### src/rtl/adxl362_spi_master.sv
// SPI master (CPOL=0, CPHA=0, MSB first) for ADXL362 transactions:
// command byte, address byte, then 0..255 data bytes under one nCS assertion.
module adxl362_spi_master #(
    parameter int CLK_DIV  = 4,
    parameter int CS_SETUP = 2,
    parameter int CS_HOLD  = 2,
    parameter int CS_IDLE  = 4
) (
    input  logic       clk_16mhz,
    input  logic       reset_n,
    input  logic       start,
    input  logic [7:0] command,
    input  logic [7:0] address,
    input  logic [7:0] byte_count,
    input  logic [7:0] tx_data,
    output logic       tx_ack,
    output logic [7:0] rx_data,
    output logic       rx_valid,
    output logic       busy,
    output logic       done,
    output logic       SCLK,
    output logic       MOSI,
    output logic       nCS,
    input  logic       MISO
);

    typedef enum logic [2:0] {
        S_IDLE,
        S_SETUP,
        S_LOAD,
        S_SHIFT,
        S_HOLD,
        S_GAP
    } state_t;

    localparam logic [15:0] DIV_END   = 16'(CLK_DIV - 1);
    localparam logic [15:0] SETUP_END = 16'(CS_SETUP - 1);
    localparam logic [15:0] HOLD_END  = 16'(CS_HOLD - 1);
    localparam logic [15:0] IDLE_END  = 16'(CS_IDLE - 1);

    state_t      state;
    logic [7:0]  cmd_q;
    logic [7:0]  addr_q;
    logic [7:0]  count_q;
    logic [7:0]  tx_sr;
    logic [7:0]  rx_sr;
    logic [8:0]  index;   // 9 bits so byte_count=255 (257 bytes) cannot wrap
    logic [2:0]  bit_cnt;
    logic [15:0] timer;
    logic [7:0]  sel_byte;
    logic        last_byte;

    // NOTE: every variable assigned in always_comb gets a value on every path, so no latch is inferred.
    always_comb begin
        sel_byte = tx_data;
        if (index == 9'd0)
            sel_byte = cmd_q;
        else if (index == 9'd1)
            sel_byte = addr_q;
    end

    assign last_byte = (index == ({1'b0, count_q} + 9'd1));

    // NOTE: sequential state uses non-blocking assignments so all registers update together at the edge.
    always_ff @(posedge clk_16mhz or negedge reset_n) begin
        if (!reset_n) begin
            state    <= S_IDLE;
            cmd_q    <= 8'h00;
            addr_q   <= 8'h00;
            count_q  <= 8'h00;
            tx_sr    <= 8'h00;
            rx_sr    <= 8'h00;
            index    <= 9'd0;
            bit_cnt  <= 3'd0;
            timer    <= 16'd0;
            tx_ack   <= 1'b0;
            rx_data  <= 8'h00;
            rx_valid <= 1'b0;
            busy     <= 1'b0;
            done     <= 1'b0;
            SCLK     <= 1'b0;
            MOSI     <= 1'b0;
            nCS      <= 1'b1;
        end else begin
            tx_ack   <= 1'b0;
            rx_valid <= 1'b0;
            done     <= 1'b0;
            case (state)
                S_IDLE: begin
                    nCS  <= 1'b1;
                    SCLK <= 1'b0;
                    if (start) begin
                        cmd_q   <= command;
                        addr_q  <= address;
                        count_q <= byte_count;
                        busy    <= 1'b1;
                        nCS     <= 1'b0;
                        timer   <= 16'd0;
                        state   <= S_SETUP;
                    end
                end
                S_SETUP: begin
                    if (timer == SETUP_END) begin
                        timer <= 16'd0;
                        index <= 9'd0;
                        state <= S_LOAD;
                    end else begin
                        timer <= timer + 16'd1;
                    end
                end
                S_LOAD: begin
                    tx_sr   <= sel_byte;
                    MOSI    <= sel_byte[7];
                    timer   <= 16'd0;
                    bit_cnt <= 3'd0;
                    state   <= S_SHIFT;
                end
                S_SHIFT: begin
                    if (timer != DIV_END) begin
                        timer <= timer + 16'd1;
                    end else begin
                        timer <= 16'd0;
                        if (!SCLK) begin
                            SCLK  <= 1'b1;
                            rx_sr <= {rx_sr[6:0], MISO};
                        end else begin
                            SCLK <= 1'b0;
                            if (bit_cnt != 3'd7) begin
                                bit_cnt <= bit_cnt + 3'd1;
                                MOSI    <= tx_sr[6];
                                tx_sr   <= {tx_sr[6:0], 1'b0};
                            end else begin
                                if (index >= 9'd2) begin
                                    rx_data  <= rx_sr;
                                    rx_valid <= 1'b1;
                                end
                                if (!last_byte) begin
                                    // The next LOAD carries a data byte once the address has gone out
                                    index  <= index + 9'd1;
                                    tx_ack <= (index != 9'd0);
                                    state  <= S_LOAD;
                                end else begin
                                    state <= S_HOLD;
                                end
                            end
                        end
                    end
                end
                S_HOLD: begin
                    SCLK <= 1'b0;
                    if (timer == HOLD_END) begin
                        timer <= 16'd0;
                        nCS   <= 1'b1;
                        state <= S_GAP;
                    end else begin
                        timer <= timer + 16'd1;
                    end
                end
                S_GAP: begin
                    if (timer == IDLE_END) begin
                        timer <= 16'd0;
                        busy  <= 1'b0;
                        done  <= 1'b1;
                        state <= S_IDLE;
                    end else begin
                        timer <= timer + 16'd1;
                    end
                end
                default: state <= S_IDLE;
            endcase
        end
    end

endmodule

### config.mk
export PLATFORM = sky130hd
export DESIGN_NAME = adxl362_spi_master
export DESIGN_NICKNAME = d
export VERILOG_FILES = /design/src/rtl/adxl362_spi_master.sv
export SDC_FILE = /design/constraint.sdc
export NUM_CORES = 1
export LEC_CHECK = 0
export ABC_AREA = 1
export CAP_MARGIN = 15
export CORE_MARGIN = 3
export CORE_UTILIZATION = 47
export DETAILED_ROUTE_END_ITERATION = 10
export GPL_TIMING_DRIVEN = 0
export PLACE_DENSITY_LB_ADDON = 0.12
export SLEW_MARGIN = 25
export SYNTH_ARGS = -nofsm -noshare
export SYNTH_HDL_FRONTEND = slang
export SYNTH_SLANG_ARGS = --single-unit
### constraint.sdc
create_clock -name clk_16mhz -period 2.1 [get_ports clk_16mhz]
set_clock_uncertainty 0.05 [all_clocks]
set_input_delay 0.42 -clock clk_16mhz [delete_from_list [all_inputs] [get_ports clk_16mhz]]
set_output_delay 0.42 -clock clk_16mhz [all_outputs]
set_load 0.05 [all_outputs]
* Word level (Yosys, flattened, before mapping)
Index checks and enable logic that the tools add are counted.
** Storage, ports and cells
- Bits in registers :: 85
- Output and inout bits :: 15
- Logic and storage cells :: 121
- Input port bits :: 36
** Operators by class
- Mux-type cells :: 55
- Reductions and logical operators :: 21
- Bitwise gates (word level) :: 3
- Equality and inequality tests :: 20
- Add/sub/neg operators :: 4
- Order comparisons :: 1
** Operator list (count)
- $pmux W16 S5 :: 1
- $mux W16 :: 4
- $mux W9 :: 5
- $mux W3 :: 11
- $mux W1 :: 21
- $mux W7 :: 3
- $ne A2 B2 Y1 const B :: 9
- $pmux W3 S6 :: 1
- $pmux W9 S2 :: 1
- $add A16 B1 Y16 const B :: 1
- $eq A16 B1 Y1 const B :: 1
- $eq A16 B2 Y1 const B :: 1
- $mux W8 :: 2
- $ne A16 B2 Y1 const B :: 1
- $pmux W7 S2 :: 1
- $reduce_bool A2 Y1 :: 5
- $add A8 B1 Y9 const B :: 1
- $add A9 B1 Y9 const B :: 1
- $eq A9 B1 Y1 const B :: 1
- $eq A9 B9 Y1 :: 1
- $ge A9 B2 Y1 const B :: 1
- $logic_not A9 Y1 :: 1
- $reduce_bool A9 Y1 :: 1
- $pmux W1 S2 :: 4
- 16 further kinds :: 25

* Longest topological paths before layout
Gate-level depths: netlist of the first run.
- Depth in word-level cells :: 7
- Gate-level depth with buffers :: 15
- Gate-level depth less buffers :: 14

* Worst setup path after synthesis of the first run
No wires, ideal clock.
- Path type :: reg2reg
- Start point :: register count_q[1]
- End point :: register index[6]
- Data arrival time :: 1.692 ns
- Data required time :: 1.937 ns
- Clock period less this slack :: 1.855 ns
- Slack :: 0.245 ns
- Cell stages (with the launch flop) :: 16
- Library setup time :: 0.113 ns
- Buffers on the path :: 1
- Path through :: dfrtp_1 ha_1 inv_1 nand2_1 nand2_1 nor2_1 nand2_1 nor2_1 nand3_2 nor2_4 nand3_4 nand2_4 buf_12 nand2_2 nand2_1 inv_1
** On the way
- Word-level cells in the longest chain between the ends :: 4
** RTL lines
- from (decl) :: RTL line 44 : logic [7:0] count_q;
- from (signal assigned) :: RTL line 95 : count_q <= byte_count;
- $add A8 B1 Y9 :: RTL line 62 : assign last_byte = (index == ({1'b0, count_q} + 9'd1));
- $eq A9 B9 Y1 :: RTL line 62
- $ne A2 B2 Y1 (no line)
- $reduce_and A6 Y1 (no line)
- to (signal assigned) :: RTL line 139 : index <= index + 9'd1;
- to (decl) :: RTL line 47 : logic [8:0] index;
No other way between the ends.
A chain may end at the register's enable or synchronous reset.

* Final worst setup path of the first run
- Start point :: register count_q[0]
- End point :: register index[6]
The elaborated chain is that of the path after synthesis.

==> results of run 1 <==
area by class of cell:
cell class | count | share of cell area (%)
repair buffers | 64 | 11.2
clock inverters | 6 | 0.805
multi-input cells | 407 | 38.8
flip-flops and latches | 85 | 37.1
inverters | 84 | 5.48
plain buffers | 14 | 1.63
well taps | 129 | 2.81
clock buffers | 10 | 2.22
registers in the layout (all words and copies together) (netlist names):
name and flops:
count_q 8, SCLK 1, tx_sr 7, rx_valid 1
addr_q 8, index 9, nCS 1, busy 1
tx_ack 1, MOSI 1, rx_sr 8, done 1
state 3, rx_data 8, bit_cnt 3, timer 16
cmd_q 8
critical path, delay by kind of cell (launching register included):
kind	cells	cell delay (ns)
simple gates	11	0.98
flops	1	0.45
fa+ha+maj	1	0.29
buf+inv	3	0.20
report_power, final:
part | leakage [nW] | internal [mW] | switching [mW]
Combinational | 1.50 | 1.23 | 1.83
Clock | 0.0837 | 0.441 | 0.629
Sequential | 1.09 | 2.09 | 0.334
Total | 2.67 | 3.76 | 2.79
cells in the final DEF, fill, tap and decap left out, types with 7 or more instances in the layout:
cell type,count
nand3_1,37
clkbuf_8,9
dfrtp_1,82
o21ai_0,49
mux2_2,18
ha_1,7
nand4_1,7
o21ai_1,19
inv_2,10
a21oi_1,12
o22ai_1,7
clkdlybuf4s50_1,48
nand2_2,11
inv_1,74
nand2_1,148
nor2_1,37
buf_4,13
layer usage:
metal	up-vias	track usage [%]
met4	0	5.83
met1	1888	27.1
met5	-	0
met2	76	31.0
met3	14	4.72
li1	2055	-
what timing repair did:
action	CTS	global route
resized for setup	3	30
gates cloned	0	1
endpoints found under the hold margin	32	0
hold buffers	1	0
buffers inserted	0	11
setup endpoints to repair	4	39
pin swaps	0	3
cell families after synthesis:
group	Yosys count
AOI/OAI and AO/OA	99
xor gates and xnor gates	7
adders and majority gates	9
buffers and inverters	99
DFF	85
muxes	18
and+or+nand+nor	274
worst paths after layout:
path,startpoint,end,slack (ns),depth (start not counted)
worst max-delay path,count_q[0],index[6],0.03,15
worst min-delay path,rx_data[4],rx_data[4],0.44,2
worst max register to register,count_q[0],index[6],0.03,15
worst min register to register,rx_data[4],rx_data[4],0.44,2
max in group asynchronous,reset_n,index[1],0.96,3
min in group asynchronous,reset_n,timer[8],0.46,2
metrics by stage:
stage               utilization [%]  power, mW
floorplan                         -       4.51
global placement               56.5       5.16
detailed placement             56.8       5.24
CTS                            58.8       6.33
global route                   60.8       7.10
finish                         60.8       6.55
==> run metrics, run 1 <==
# port buffers=50; final hold vios=0; largest net degree at the start of global routing=53; dominant cell by count in the synthesized netlist=nand2_1; register area=2130 µm²; worst-path fanout max=5; Max Root-Sink Buffers=2; Die W=106 µm; status=completed; Hold Crit Class=reg2reg; Max IR drop VDD=0.573 mV; synth warn=0; CTS tree=yes; number of flops mapped to enable cells by yosys=0; Met2 Routed Length=5.00 mm; DRT iter0 DRCs=135; simple-gate share of the synthesized area=26.4%; die height=106 µm; Synth Flop Type=dfrtp_1; largest family of logic cells by synthesized area=simple AND/OR/NAND/NOR gates; ratio of cells with drive above 1 in the final layout=17.2%; Critical Path RT=2.29 ns; Synth cell types=36; Seq cells post-synth=85; max cap viols=0; Vias=4033; Syn Area/Cell=7.93 µm²; Syn Inst Count=591; GP Congestion=0.884; clock root buffer=clkbuf_8; WL met1=5.07 mm; CP Capture Type=flip-flop; most frequent cells after synthesis=nand2_1, dfrtp_1, inv_1, o21ai_0, nor2_1; critical path, cell by cell=ha_4 > inv_2 > nand2_1 > nand2_1 > nor2_1 > nand2_1 > nor2_2 > nand3_2 > nor2_4 > nand3_4 > nand2_4 > buf_12 > nand2_2 > nand2_1 > inv_1; Final Cycle Share=98.4%; Top Ports=51; RSZ-0062 raised after global routing=true; post-route setup slack=0.0342 ns; Die Footprint=11200 µm²; Core Rows=35; Critical Path Start Type=flip-flop; main area contributors after synthesis=dfrtp_1, nand2_1, inv_1, o21ai_0, mux2_2; Pre-antenna DRT Iters=4; Post-Layout Cell Count=799; core footprint=9460 µm²; post-synthesis mux area share=4.33%; Synth Area in XOR/XNOR=1.31%; fin nets=710; post-synth top area share=44.9%; Max transition margin=61.9%; diode count=0; multi-input logic area=2230 µm²; H-tree Lvls=3; LEAKAGE=2.67 nW; Fillers=875; Starting Density=49.5%; minimum clock period=2.07 ns; Post-DRT Antenna Nets=0; Fmax achieved=484 MHz; DP Area=5380 µm²; post-synthesis adder-cell area fraction=2.40%; vias in the first global route=3814; Worst Path Arrival=2.26 ns; Clock transition at path regs=0.09 ns; post-DR wirelength/cell=13.4 µm; total length of routed met3 wires=462 µm; Mapped Nets=636; total gr overflow=0; Design Area, Final=5750 µm²; hold_ws=0.444 ns; initial antenna violation count=0; post-synthesis compound-gate area fraction=11.6%; asr flop ratio synth=100%; Post-Syn Area=4680 µm²; Setup WS pre-CTS=0.00847 ns; placed cell count=771; actual slew at the worst max-slew pin=0.572 ns; GRT Overall Usage=19.7%; Post-DP HPWL=8.00 mm; largest area contributor in the netlist=dfrtp_1; Routed WL=10.7 mm; Seq/Total Area, Yosys=45.4%; Setup TNS=0 ns; total CTS buffers=9; WS Path Type=reg2reg; slowest stage cell, crit path=dfrtp_1; Sinks on Clock Net=85; Vias/cell=5.05; Most Frequent Cell on Critical Path=nand2_1; max incr delay on CP=0.45 ns; first-pass GRT wire length=17.8 mm; DR top layer=met4; clock latency at the later pin of the worst-skew pair=0.35 ns; Slew Viols, Final=0; Setup Viol. Count Final=0; DRC=0; layout overhead on the synthesized area=22.7%; P per Cell Area=1140 nW/µm²
Note: power is estimated with default switching activity, not from simulation.
==> run 2: changes to the inputs <==
MAX_ROUTING_LAYER = met4   (was unset)
==> run 2 against run 1 <==
Compared with the run above: clock power grew 11%; hold slack gained 0.0029 ns; clock-buffer cell count is the same; global-route usage grew 0.34 points; sequential share of layout area is essentially flat; maximum frequency is essentially flat; critical path type is now reg2out; critical endpoint is now SCLK; highest routed layer unchanged.
==> run metrics, run 2 (synthesis results as in run 1) <==
status=completed (unchanged); Routed WL=10.7 mm (about the same); Starting Density=49.5% (unchanged); Hold Crit Depth=2 (unchanged); max cap viols=0 (unchanged); GRT Overall Usage=20.0% (was 19.7%); Pint=3.86 mW (was 3.76 mW); H-tree Lvls=3 (unchanged); worst setup path startpoint=SCLK (was count_q[0]); Core Rows=35 (unchanged); actual slew at the worst max-slew pin=0.574 ns (was 0.572 ns); Met2 Routed Length=4.99 mm (was 5.00 mm); switching power=2.81 mW (was 2.79 mW); Overall Power=6.66 mW (was 6.55 mW); worst-path fanout max=4 (was 5); Top delay family on crit path=buffers and inverters (was simple AND/OR/NAND/NOR gates); DRC=0 (unchanged); Largest register FFs=16 (unchanged); total CTS buffers=9 (unchanged); worst r2r path cells=11 (was 15); CTS tree=yes (unchanged); Die Footprint=11200 µm² (unchanged); Setup Viol. Count Final=0 (unchanged); LEAKAGE=2.68 nW (was 2.67 nW); Comb pwr share=45.8% (was 46.7%); DR top layer=met4 (unchanged); # port buffers=50 (unchanged); total length of routed met3 wires=391 µm (was 462 µm); clock latency at the later pin of the worst-skew pair=0.35 ns (about the same); commonest cells after routing, fill and taps aside=nand2_1, dfrtp_1, inv_1, o21ai_0, clkdlybuf4s50_1 (unchanged); Sw Share=42.1% (was 42.6%); Critical Path RT=1.63 ns (was 2.29 ns); Crit Reg-Reg Endpoint=index[4] (was index[6]); ratio of cells with drive above 1 in the final layout=17.5% (was 17.2%); Sinks on Clock Net=85 (unchanged); post-DR wirelength/cell=13.4 µm (about the same); first-pass GRT wire length=17.8 mm (about the same); Slew Viols, Final=0 (unchanged); Critical Path Start Type=flip-flop (unchanged); Clock transition at path regs=0.10 ns (was 0.09 ns); fin nets=707 (was 710); WL met1=5.16 mm (was 5.07 mm); CP bufs+invs=1 (was 3); max incr delay on CP=0.82 ns (was 0.45 ns); Post-DP HPWL=7.90 mm (was 8.00 mm); critical path depth=1 (was 15); largest net degree at the start of global routing=52 (was 53); critical path, cell by cell=clkdlybuf4s50_1 (was ha_4 > inv_2 > nand2_1 > nand2_1 > nor2_1 > nand2_1 > nor2_2 > nand3_2 > nor2_4 > nand3_4 > nand2_4 > buf_12 > nand2_2 > nand2_1 > inv_1); Die W=106 µm (unchanged); Max IR drop VDD=0.532 mV (was 0.573 mV); Final Cycle Share=98.4% (about the same); DP Area=5380 µm² (unchanged); Vias/cell=5.07 (was 5.05); slowest stage cell, crit path=clkdlybuf4s50_1 (was dfrtp_1); Pre-antenna DRT Iters=4 (unchanged); total gr overflow=0 (unchanged); Fmax achieved=484 MHz (about the same); die height=106 µm (unchanged); layout overhead on the synthesized area=22.8% (was 22.7%); Reg2Reg Setup Slack=0.07 ns (was 0.03 ns); Largest regs=timer x16, index x9 (unchanged); Max transition margin=61.7% (was 61.9%); core footprint=9460 µm² (unchanged); P per Cell Area=1160 nW/µm² (was 1140 nW/µm²); minimum clock period=2.07 ns (about the same); Vias=4036 (was 4033); Reg-to-Reg Start=timer[0] (was count_q[0]); Critical Path End=SCLK (was index[6]); clock root buffer=clkbuf_8 (unchanged); WS Path Type=reg2out (was reg2reg); Design Area, Final=5750 µm² (about the same); CP Capture Type=output port (was flip-flop); Hold Crit Class=reg2reg (unchanged); sequential power share=36.3% (was 37.0%); Clk pwr share=17.9% (was 16.3%); diode count=0 (unchanged); GP Congestion=0.895 (was 0.884); Top Ports=51 (unchanged); initial antenna violation count=0 (unchanged); DRT iter0 DRCs=134 (was 135); Post-DRT Antenna Nets=0 (unchanged); multi-input logic area=2240 µm² (was 2230 µm²); Top reg by flops=timer (unchanged); vias in the first global route=3752 (was 3814); register area=2130 µm² (about the same); Max Root-Sink Buffers=2 (unchanged); Worst Path Arrival=1.60 ns (was 2.26 ns); Fillers=876 (was 875); commonest non-fill, non-tap cell in the layout=nand2_1 (unchanged); final hold vios=0 (unchanged); RSZ-0062 raised after global routing=true (unchanged)
## run 2: power by group through the flow
| stage | sequential [mW] | combinational, mW | clock [mW] |
|---|---|---|---|
| finish | 2.42 | 3.05 | 1.19 |
| global route | 2.48 | 3.43 | 1.29 |
| CTS | 2.40 | 2.81 | 1.22 |
| detailed placement | 2.43 | 2.81 | 0 |
| global placement | 2.42 | 2.74 | 0 |
| floorplan | 2.42 | 2.10 | 0 |
## run 2: what timing repair did
action                                  4_1_cts  5_1_grt
resized for setup                             2       35
setup buffers                                 0        7
cloned                                        0        1
hold buffers                                  1        0
pin swaps                                     0        8
endpoints found under the setup margin        2       36
hold endpoints to repair                     33        0
## run 2: how the worst min path moves through the flow
| stage | startpoint | end | slack, ns |
|---|---|---|---|
| 6_report | rx_sr[6] | rx_sr[6] | 0.45 |
| 5_1_grt | rx_sr[7] | rx_sr[7] | 0.47 |
| 4_1_cts | rx_sr[5] | rx_sr[5] | 0.45 |
| 3_5_place_dp | reset_n | timer[7] | 0.29 |
| 3_3_place_gp | rx_data[7] | rx_data[7] | 0.41 |
| 2_1_floorplan | reset_n | MOSI | 0.07 |
## run 2: through the flow
| step | util (%) | setup WS (ns) | setup TNS [ns] | instances | hold slack (ns) |
|---|---|---|---|---|---|
| floorplan | - | 0.245 | 0 | 591 | 0.0744 |
| global placement | 56.5 | -2.59 | -218.34 | 770 | 0.411 |
| detailed placement | 56.8 | 0.0126 | 0 | 771 | 0.287 |
| CTS | 59.0 | 0.00918 | 0 | 788 | 0.446 |
| global route | 60.8 | -0.0582 | -0.245 | 796 | 0.468 |
| finish | 60.8 | 0.0334 | 0 | 796 | 0.447 |
## run 2: final cells by class
| class | count | share of cell area [%] |
|---|---|---|
| inverter | 84 | 5.48 |
| multi-input combinational | 407 | 38.9 |
| clock inverter | 6 | 1.20 |
| timing repair buffer | 60 | 10.7 |
| sequential | 85 | 37.1 |
| buffer | 15 | 1.63 |
| tap | 129 | 2.81 |
| clock buffer | 10 | 2.22 |
## run 2: routing by layer
| layer | up-vias | GRT usage [%] |
|---|---|---|
| met4 | 0 | 5.37 |
| met1 | 1899 | 27.8 |
| met5 | - | - |
| met2 | 80 | 30.5 |
| li1 | 2046 | - |
| met3 | 11 | 3.55 |
==> run 3: changes to the inputs <==
CORE_UTILIZATION = 50   (was 47)
CTS_CLUSTER_SIZE = 20   (was unset)
==> run 3 against run 2 <==
Compared with the run above: largest cell class unchanged; flip-flop and latch count unchanged; maximum frequency about the same; power about the same; sequential power is essentially flat; cell area shrank 0.24%; global-route usage rose by 1.8 points; combinational power hardly changed; via count up 0.50%; critical path depth did not move; wire length about the same; final cell count down 2.5%; clock-buffer cell count is the same; largest power group unchanged.
==> run metrics, run 3 (synthesis results as in run 1) <==
status=completed (unchanged); ratio of cells with drive above 1 in the final layout=18.0% (was 17.5%); worst-path fanout max=4 (unchanged); actual slew at the worst max-slew pin=0.559 ns (was 0.574 ns); Post-DRT Antenna Nets=0 (unchanged); first-pass GRT wire length=17.7 mm (was 17.8 mm); vias in the first global route=3909 (was 3752); Overall Power=6.66 mW (about the same); Vias=4056 (was 4036); DRC=0 (unchanged); Fmax achieved=484 MHz (about the same); slowest stage cell, crit path=clkdlybuf4s50_1 (unchanged); Largest register FFs=16 (unchanged); DP Area=5350 µm² (was 5380 µm²); clock latency at the later pin of the worst-skew pair=0.36 ns (was 0.35 ns); Final Cycle Share=98.5% (was 98.4%); P per Cell Area=1160 nW/µm² (about the same); Max IR drop VDD=0.562 mV (was 0.532 mV); minimum clock period=2.07 ns (about the same); Top Ports=51 (unchanged); post-DR wirelength/cell=13.7 µm (was 13.4 µm); Top reg by flops=timer (unchanged); Setup WS pre-CTS=0.00327 ns (was 0.0126 ns); Slew Viols, Final=0 (unchanged); max cap viols=0 (unchanged); Design Area, Final=5740 µm² (was 5750 µm²); max incr delay on CP=0.83 ns (was 0.82 ns); Clock transition at path regs=0.09 ns (was 0.10 ns); post-route setup slack=0.0319 ns (was 0.0334 ns); layout overhead on the synthesized area=22.5% (was 22.8%); fin nets=708 (was 707); Fillers=758 (was 876); Routed WL=10.7 mm (about the same); total gr overflow=0 (unchanged); commonest cells after routing, fill and taps aside=nand2_1, dfrtp_1, inv_1, o21ai_0, clkdlybuf4s50_1 (unchanged); Worst Path Arrival=1.60 ns (about the same); CP bufs+invs=1 (unchanged); commonest non-fill, non-tap cell in the layout=nand2_1 (unchanged); clock root buffer=clkbuf_8 (unchanged); Sinks on Clock Net=85 (unchanged); Core Rows=34 (was 35); Starting Density=52.7% (was 49.5%); Pre-antenna DRT Iters=5 (was 4); Top delay family on crit path=buffers and inverters (unchanged); RSZ-0062 raised after global routing=true (unchanged); Setup TNS=0 ns (unchanged); final hold vios=0 (unchanged); core footprint=8890 µm² (was 9460 µm²); Vias/cell=5.23 (was 5.07); CTS tree=yes (unchanged); hold_ws=0.430 ns (was 0.447 ns); Critical Path RT=1.63 ns (about the same); CP Capture Type=output port (unchanged); Setup Viol. Count Final=0 (unchanged); initial antenna violation count=0 (unchanged); Core Util, Final=64.5% (was 60.8%); die height=103 µm (was 106 µm); LEAKAGE=2.66 nW (was 2.68 nW); Post-DP HPWL=7.86 mm (was 7.90 mm); DRT iter0 DRCs=158 (was 134); H-tree Lvls=3 (unchanged); Max Root-Sink Buffers=2 (unchanged); GRT Overall Usage=21.8% (was 20.0%); Hold Crit Class=in2async (was reg2reg); largest net degree at the start of global routing=60 (was 52); GP Congestion=0.908 (was 0.895); Die W=103 µm (was 106 µm); placed cell count=750 (was 771); WS Path Type=reg2out (unchanged); Critical Path Start Type=flip-flop (unchanged); diode count=0 (unchanged); Die Footprint=10600 µm² (was 11200 µm²); Max transition margin=62.7% (was 61.7%); total CTS buffers=9 (unchanged); # port buffers=50 (unchanged); critical path, cell by cell=clkdlybuf4s50_1 (unchanged); Post-Layout Cell Count=776 (was 796); Largest regs=timer x16, index x9 (unchanged)
==> run 3: changes by cell type in the layout (fill, tap and decap cells not counted), moves of 2 or more <==
| cell | before | now |
|---|---|---|
| clkinvlp_4 | 1 | 3 |
| nand2_1 | 148 | 146 |
| nand2_2 | 10 | 15 |
| nand2_4 | 4 | 1 |
| nor2_1 | 37 | 34 |
| nor2_2 | 7 | 9 |
| o21ai_0 | 49 | 51 |
| o21ai_2 | 6 | 4 |
==> run 3: power by group <==
| part | switching, mW | internal [mW] | total (mW) | leakage [nW] |
|---|---|---|---|---|
| Sequential | 0.350 | 2.09 | 2.44 | 1.09 |
| Clock | 0.620 | 0.558 | 1.18 | 0.0895 |
| Combinational | 1.84 | 1.21 | 3.04 | 1.48 |
| Total | 2.80 | 3.85 | 6.66 | 2.66 |
==> run 3: area by class of cell <==
| class | instances | area, µm² | area share, % |
|---|---|---|---|
| clock buffer | 10 | 128 | 2.22 |
| timing repair buffer | 62 | 631 | 11.0 |
| multi-input combinational | 407 | 2240 | 39.0 |
| inverter | 84 | 315 | 5.49 |
| clock inverter | 6 | 70.1 | 1.22 |
| buffer | 14 | 92.6 | 1.61 |
| sequential | 85 | 2130 | 37.1 |
| tap | 108 | 135 | 2.36 |
==> run 3: timing repair <==
action	CTS	global route
endpoints found under the hold margin	26	0
hold buffers	1	0
resized for setup	1	36
cloned	0	1
pin swaps	0	7
setup endpoints to repair	2	44
setup buffers	0	9
==> run 3: per-layer routing <==
layer	vias up	GRT usage (%)	wire length, µm	share of wire [%]
met2	86	34.0	5050	47
met4	0	7.17	136	1.3
li1	2037	-	-	-
met5	-	-	0	0
met3	10	3.92	449	4.2
met1	1923	29.2	5020	47
==> run 3: worst paths after layout <==
check                           endpoint       start  depth (start not counted)  slack [ns]
worst min-delay path            timer[8]     reset_n                          2        0.43
worst max register to register  index[6]  count_q[1]                         15        0.08
min in group clk_16mhz          rx_sr[6]    rx_sr[6]                          2        0.44
worst max-delay path                SCLK        SCLK                          1        0.03
worst min register to register  rx_sr[6]    rx_sr[6]                          2        0.44
max in group asynchronous            nCS     reset_n                          3        0.97
